<file path="src/rtl/mbist_march_ctrl_if.sv">
// Bus bundle for the March C- BIST controller: start, background mux
// select/return, SRAM control/data and the test status outputs.
interface mbist_march_ctrl_if #(
  parameter int ADDR_WIDTH = 4,
  parameter int DATA_WIDTH = 8
);
  logic                  start;
  logic [DATA_WIDTH-1:0] pattern_in;
  logic [DATA_WIDTH-1:0] mem_rdata;
  logic [1:0]            bg_sel;
  logic [ADDR_WIDTH-1:0] mem_addr;
  logic                  mem_we;
  logic                  mem_re;
  logic [DATA_WIDTH-1:0] mem_wdata;
  logic                  busy;
  logic                  done;
  logic                  fail;
  logic [ADDR_WIDTH-1:0] fail_addr;
  logic [1:0]            fail_bg;

  // Controller side
  modport master (
    input  start, pattern_in, mem_rdata,
    output bg_sel, mem_addr, mem_we, mem_re, mem_wdata,
           busy, done, fail, fail_addr, fail_bg
  );

  // Environment side (mux, SRAM, test host)
  modport slave (
    output start, pattern_in, mem_rdata,
    input  bg_sel, mem_addr, mem_we, mem_re, mem_wdata,
           busy, done, fail, fail_addr, fail_bg
  );
endinterface

</file>
<file path="src/rtl/mbist_march_ctrl.sv">
// March C- sequencer for SRAM BIST. Walks four backgrounds (mux sel 0..3),
// running M0..M5 per background at one op per cycle, and compares each read
// one cycle later against the registered expected word.
module mbist_march_ctrl #(
  parameter int ADDR_WIDTH = 4,
  parameter int DATA_WIDTH = 8
) (
  input  logic             clk,
  input  logic             rst,
  mbist_march_ctrl_if.master bus
);

  typedef enum logic [1:0] {IDLE, RUN, DRAIN, DONE} state_t;

  state_t                state_q, state_d;
  logic [2:0]            elem_q, elem_d;
  logic                  op_q, op_d;
  logic [ADDR_WIDTH-1:0] addr_q, addr_d;
  logic [1:0]            bg_q, bg_d;
  logic                  fail_q, fail_d;
  logic [ADDR_WIDTH-1:0] fail_addr_q, fail_addr_d;
  logic [1:0]            fail_bg_q, fail_bg_d;
  logic                  cmp_vld_q, cmp_vld_d;
  logic [DATA_WIDTH-1:0] cmp_exp_q, cmp_exp_d;
  logic [ADDR_WIDTH-1:0] cmp_addr_q, cmp_addr_d;
  logic [1:0]            cmp_bg_q, cmp_bg_d;

  logic                  running;
  logic                  op_write;
  logic                  op_one;
  logic                  last_op;
  logic                  down;
  logic                  addr_end;
  logic [DATA_WIDTH-1:0] pat_word;

  // Op decode: M0 (w0), M1/M3 (r0,w1), M2/M4 (r1,w0), M5 (r0)
  always_comb begin
    running  = (state_q == RUN);
    op_write = (elem_q == 3'd0) || op_q;
    if ((elem_q == 3'd1) || (elem_q == 3'd3))      op_one = op_q;
    else if ((elem_q == 3'd2) || (elem_q == 3'd4)) op_one = ~op_q;
    else                                           op_one = 1'b0;
    last_op  = ((elem_q == 3'd0) || (elem_q == 3'd5)) ? 1'b1 : op_q;
    down     = (elem_q >= 3'd3);
    addr_end = down ? (addr_q == '0) : (addr_q == '1);
    pat_word = op_one ? ~bus.pattern_in : bus.pattern_in;
  end

  assign bus.bg_sel    = bg_q;
  assign bus.mem_addr  = addr_q;
  assign bus.mem_we    = running & op_write;
  assign bus.mem_re    = running & ~op_write;
  assign bus.mem_wdata = (running & op_write) ? pat_word : '0;
  assign bus.busy      = (state_q == RUN) || (state_q == DRAIN);
  assign bus.done      = (state_q == DONE);
  assign bus.fail      = fail_q;
  assign bus.fail_addr = fail_addr_q;
  assign bus.fail_bg   = fail_bg_q;

  // Next-state: sequencing counters, read-compare pipeline and fail capture
  always_comb begin
    state_d     = state_q;
    elem_d      = elem_q;
    op_d        = op_q;
    addr_d      = addr_q;
    bg_d        = bg_q;
    fail_d      = fail_q;
    fail_addr_d = fail_addr_q;
    fail_bg_d   = fail_bg_q;
    cmp_vld_d   = 1'b0;
    cmp_exp_d   = cmp_exp_q;
    cmp_addr_d  = cmp_addr_q;
    cmp_bg_d    = cmp_bg_q;

    if (cmp_vld_q && (bus.mem_rdata != cmp_exp_q)) begin
      fail_d = 1'b1;
      if (!fail_q) begin
        fail_addr_d = cmp_addr_q;
        fail_bg_d   = cmp_bg_q;
      end
    end

    case (state_q)
      IDLE, DONE: begin
        if (bus.start) begin
          state_d     = RUN;
          elem_d      = '0;
          op_d        = 1'b0;
          addr_d      = '0;
          bg_d        = '0;
          fail_d      = 1'b0;
          fail_addr_d = '0;
          fail_bg_d   = '0;
        end
      end
      RUN: begin
        if (!op_write) begin
          cmp_vld_d  = 1'b1;
          cmp_exp_d  = pat_word;
          cmp_addr_d = addr_q;
          cmp_bg_d   = bg_q;
        end
        if (!last_op) begin
          op_d = 1'b1;
        end else begin
          op_d = 1'b0;
          if (!addr_end) begin
            addr_d = down ? (addr_q - 1'b1) : (addr_q + 1'b1);
          end else if (elem_q != 3'd5) begin
            // Up elements end at all-ones, down elements at zero; M3..M5
            // start from the top, M1/M2 from the bottom.
            elem_d = elem_q + 3'd1;
            addr_d = (elem_q >= 3'd2) ? '1 : '0;
          end else begin
            elem_d = '0;
            addr_d = '0;
            if (bg_q == 2'd3) state_d = DRAIN;
            else              bg_d    = bg_q + 2'd1;
          end
        end
      end
      DRAIN:   state_d = DONE;
      default: state_d = IDLE;
    endcase
  end

  // State and pipeline registers
  always_ff @(posedge clk or posedge rst) begin
    if (rst) begin
      state_q     <= IDLE;
      elem_q      <= '0;
      op_q        <= 1'b0;
      addr_q      <= '0;
      bg_q        <= '0;
      fail_q      <= 1'b0;
      fail_addr_q <= '0;
      fail_bg_q   <= '0;
      cmp_vld_q   <= 1'b0;
      cmp_exp_q   <= '0;
      cmp_addr_q  <= '0;
      cmp_bg_q    <= '0;
    end else begin
      state_q     <= state_d;
      elem_q      <= elem_d;
      op_q        <= op_d;
      addr_q      <= addr_d;
      bg_q        <= bg_d;
      fail_q      <= fail_d;
      fail_addr_q <= fail_addr_d;
      fail_bg_q   <= fail_bg_d;
      cmp_vld_q   <= cmp_vld_d;
      cmp_exp_q   <= cmp_exp_d;
      cmp_addr_q  <= cmp_addr_d;
      cmp_bg_q    <= cmp_bg_d;
    end
  end

endmodule

</file>
<file path="src/flat_wrapper.sv">
// flat-port wrapper written by rule: the top's interface ports become plain ports
module mbist_march_ctrl_flat 
#(
  parameter int ADDR_WIDTH = 4,
  parameter int DATA_WIDTH = 8
)
  (clk, rst, bus_start, bus_pattern_in, bus_mem_rdata, bus_bg_sel, bus_mem_addr, bus_mem_we, bus_mem_re, bus_mem_wdata, bus_busy, bus_done, bus_fail, bus_fail_addr, bus_fail_bg);
  mbist_march_ctrl_if #(.ADDR_WIDTH(ADDR_WIDTH), .DATA_WIDTH(DATA_WIDTH)) bus_i ();
  input  logic clk;
  input  logic rst;
  input wire logic [$bits(bus_i.start)-1:0] bus_start;
  input wire logic [$bits(bus_i.pattern_in)-1:0] bus_pattern_in;
  input wire logic [$bits(bus_i.mem_rdata)-1:0] bus_mem_rdata;
  output wire logic [$bits(bus_i.bg_sel)-1:0] bus_bg_sel;
  output wire logic [$bits(bus_i.mem_addr)-1:0] bus_mem_addr;
  output wire logic [$bits(bus_i.mem_we)-1:0] bus_mem_we;
  output wire logic [$bits(bus_i.mem_re)-1:0] bus_mem_re;
  output wire logic [$bits(bus_i.mem_wdata)-1:0] bus_mem_wdata;
  output wire logic [$bits(bus_i.busy)-1:0] bus_busy;
  output wire logic [$bits(bus_i.done)-1:0] bus_done;
  output wire logic [$bits(bus_i.fail)-1:0] bus_fail;
  output wire logic [$bits(bus_i.fail_addr)-1:0] bus_fail_addr;
  output wire logic [$bits(bus_i.fail_bg)-1:0] bus_fail_bg;
  assign bus_i.start = bus_start;
  assign bus_i.pattern_in = bus_pattern_in;
  assign bus_i.mem_rdata = bus_mem_rdata;
  assign bus_bg_sel = bus_i.bg_sel;
  assign bus_mem_addr = bus_i.mem_addr;
  assign bus_mem_we = bus_i.mem_we;
  assign bus_mem_re = bus_i.mem_re;
  assign bus_mem_wdata = bus_i.mem_wdata;
  assign bus_busy = bus_i.busy;
  assign bus_done = bus_i.done;
  assign bus_fail = bus_i.fail;
  assign bus_fail_addr = bus_i.fail_addr;
  assign bus_fail_bg = bus_i.fail_bg;
  mbist_march_ctrl #(.ADDR_WIDTH(ADDR_WIDTH), .DATA_WIDTH(DATA_WIDTH)) u_core (.clk(clk), .rst(rst), .bus(bus_i));
endmodule
</file>
<file path="config.mk">
export PLATFORM = sky130hd
export DESIGN_NAME = mbist_march_ctrl_flat
export DESIGN_NICKNAME = d
export VERILOG_FILES = /design/src/rtl/mbist_march_ctrl_if.sv /design/src/rtl/mbist_march_ctrl.sv /design/src/flat_wrapper.sv
export SDC_FILE = /design/constraint.sdc
export NUM_CORES = 1
export LEC_CHECK = 0
export ABC_AREA = 1
export CAP_MARGIN = 30
export CORE_AREA = 5 5 83 100
export DETAILED_ROUTE_END_ITERATION = 12
export DIE_AREA = 0 0 88 105
export SYNTH_ARGS = -nofsm -noshare
export SYNTH_HDL_FRONTEND = slang
export SYNTH_SLANG_ARGS = --single-unit
</file>
<file path="constraint.sdc">
create_clock -name clk -period 3.84 [get_ports clk]
set_input_delay 0.384 -clock clk [delete_from_list [all_inputs] [get_ports clk]]
set_output_delay 0.384 -clock clk [all_outputs]
set_load 0.1 [all_outputs]
</file>
==> results.py <==
metrics = {
    "synth": {
        "syn_area_per_cell_um2": 7.335,
        "synth_nets": 311,
        "syn-cell-area_um2": 2083,
        "synth_cells": 284,
        "ys_seq_elements": 34,
        "synth.top_cell.area_share_pct": 40.84,
        "yosysSeqAreaShare_pct": 40.84,
        "synthTopCellsByArea": "dfrtp_1, nand2_1, inv_1, xnor2_1, ha_1",
        "synth_cell_types": 25,
        "ys_warn_count": 0,
        "yosysTopAreaCell": "dfrtp_1",
    },
    "route": {
        "first_iter_violations": 104,
        "viasPerCell": 4.355,
        "drc_errors": 0,
        "wl_per_cell_um": 10.92,
        "drt-total-wl_um": 4586,
        "drt-pass1-iter-count": 4,
        "dr_total_vias": 1829,
        "ant_nets": 0,
    },
    "sta": {
        "tightest_slew_ns": 0.9734,
        "clock_skew_ns": 0.008740,
        "slew_viol_final": 0,
        "slew_headroom_pct": 34.91,
        "hold_viol_final": 0,
        "rsz0062_at_grt": "false",
        "fin_crit_sh_pct": 70.29,
        "fin_crit_ns": 2.699,
        "setup_viol_count_final": 0,
        "finalSetupTns_ns": 0,
        "max_freq_mhz": 370.5,
    },
    "die": {
        "num_rows": 34,
        "die_h_um": 105,
        "fp.dieArea_um2": 9240,
        "ios": 44,
        "fp.dieW_um": 88,
        "coreArea_um2": 7189,
        "start_util_pct": 28.98,
    },
    "cells_and_area": {
        "final_cell_mix": "nand2_1, inv_1, dfrtp_1, clkdlybuf4s50_1, nor2_1",
        "final_common_cell": "nand2_1",
        "diodes": 0,
        "areaGrowthSynthToFinish_pct": 27.39,
        "final_layout_size_suffix_gt1_share_pct": 10.30,
        "nNetsFinal": 357,
    },
    "clock_tree": {
        "hold_buffers": 0,
        "clockBufferDepth": 2,
        "tritoncts": "done",
        "post_cts_resized": 0,
        "clock_latency_ns": 0.29,
        "numCtsBuffers": 5,
        "cts.sinks": 34,
        "post_cts_buffers": 0,
        "cts_root_buffer": "clkbuf_8",
        "clk_pin_slew_ns": 0.07,
        "htree_levels": 2,
    },
    "global_route": {
        "grt_max_degree": 35,
        "grt_pass1_vias": 1843,
        "antenna_found_initial": 0,
        "grt_usage_pct": 10.84,
        "grt_first_pass_wirelength_um": 8045,
        "overflow": 0,
    },
    "power": {
        "power.density_nw_per_um2": 870.4,
        "power_uw": 2310,
        "ir_drop_mv": 0.4439,
        "p_sw_share_pct": 57.42,
        "p_sw_uw": 1326,
        "p_comb_share_pct": 65.0,
        "power_frac_seq_pct": 24.3,
        "internal_power_uw": 983.7,
        "leakage_uw": 0.001349,
        "p_clk_share_pct": 10.7,
    },
    "worst_setup_path": {
        "r2r-start": "u_core.state_q[1]$_DFFE_PP0P_",
        "crit_type": "reg2out",
        "r2r_slack_ns": 1.76,
        "required_ns": 3.46,
        "cp-end-kind": "output port",
        "critPathMaxFanout": 4,
        "crit_arrival_ns": 2.32,
        "startpoint": "u_core.state_q[0]$_DFFE_PP0P_",
        "start_kind": "flip-flop",
    },
    "job": {
        "maxCapViolCount": 0,
    },
    "placed_design": {
        "dpl.hpwl_um": 3523,
        "gp_congestion": 0.7720,
        "port_buffers": 43,
    },
    "run_status": {
        "status": "finished, final reports clean",
    },
    "worst_hold_path": {
        "hold_class": "in2async",
    },
}
==> path summary, 6_finish.rpt <==
check,to,cells after the start
max in group asynchronous,u_core.cmp_exp_q[5]$_DFFE_PP0P_,3
hold reg to reg,u_core.cmp_addr_q[2]$_DFFE_PP0P_,2
hold / removal,u_core.bus.fail_bg[1]$_DFF_PP0_,3
setup / recovery,bus_busy,3
min in group clk,u_core.cmp_addr_q[2]$_DFFE_PP0P_,2
setup reg to reg,u_core.bus.mem_addr[2]$_DFFE_PP0P_,9
==> registers in the layout (all words and copies together) (netlist names), 3 cells and up <==
register              cells
u_core.bus.fail_addr      4
u_core.cmp_addr_q         4
u_core.bus.mem_addr       4
u_core.elem_q             3
u_core.cmp_exp_q          8
==> routing by layer <==
| layer | GRT usage (%) | vias up | part of all wire (%) |
|---|---|---|---|
| met3 | 3.228 | 6 | 5.8 |
| li1 | - | 953 | - |
| met1 | 13.07 | 826 | 45 |
| met5 | 0 | - | 0 |
| met2 | 18.32 | 44 | 49 |
| met4 | 3.289 | 0 | 0.85 |
==> layout make-up <==
type,instances,area [µm²]
inverters,52,195.2
clock buffers,5,68.82
flip-flops and latches,34,850.8
multi-input cells,193,1003
clock inverters,2,10.01
well taps,90,112.6
fillers,776,4536
repair buffers,44,412.9
==> metrics by stage <==
step | hold slack, ns | utilization [%] | cells | setup slack (ns) | instance area (µm²)
finish | 0.4899 | 36.91 | 420 | 1.141 | 2654
global placement | 0.4670 | 35.82 | 413 | 1.464 | 2575
floorplan | 0.4530 | - | 284 | 1.067 | 2083
global route | 0.5197 | 36.91 | 420 | 0.9627 | 2654
detailed placement | 0.4739 | 35.82 | 413 | 1.447 | 2575
CTS | 0.4920 | 36.91 | 420 | 1.120 | 2654
==> power groups by stage <==
stage               Sequential [µW]  Clock [µW]  Combinational, µW
floorplan                       734           0               1020
global placement                566           0               1500
detailed placement              569           0               1510
CTS                             563         257               1520
global route                    582         271               1620
finish                          562         246               1500
==> logic make-up after synthesis <==
logic type | count (synthesis) | share of synthesized area, %
AND/OR/NAND/NOR | 146 | 31.35
buffers and inverters | 57 | 10.99
flip-flops | 34 | 40.84
AO/OA/AOI/OAI | 27 | 6.607
XOR/XNOR | 12 | 5.045
adder cells (fa/ha/maj) | 8 | 5.165
==> worst max-delay path: stages (launching register included) <==
cell and delay [ns]:
dfrtp_1 0.41, ha_1 0.35, inv_1 0.12, clkdlybuf4s50_1 1.15
==> synth_stat cells, drive strengths merged <==
cell,n
ha,7
xnor2,12
a21oi,8
or2,1
nor2,19
nand2,99
fa,1
a21o,1
nand3,8
nor3,4
and2,8
inv,52
nand4,7
buf,5
o21ai,18
dfrtp,34
Note: power is estimated with default switching activity, not from simulation.
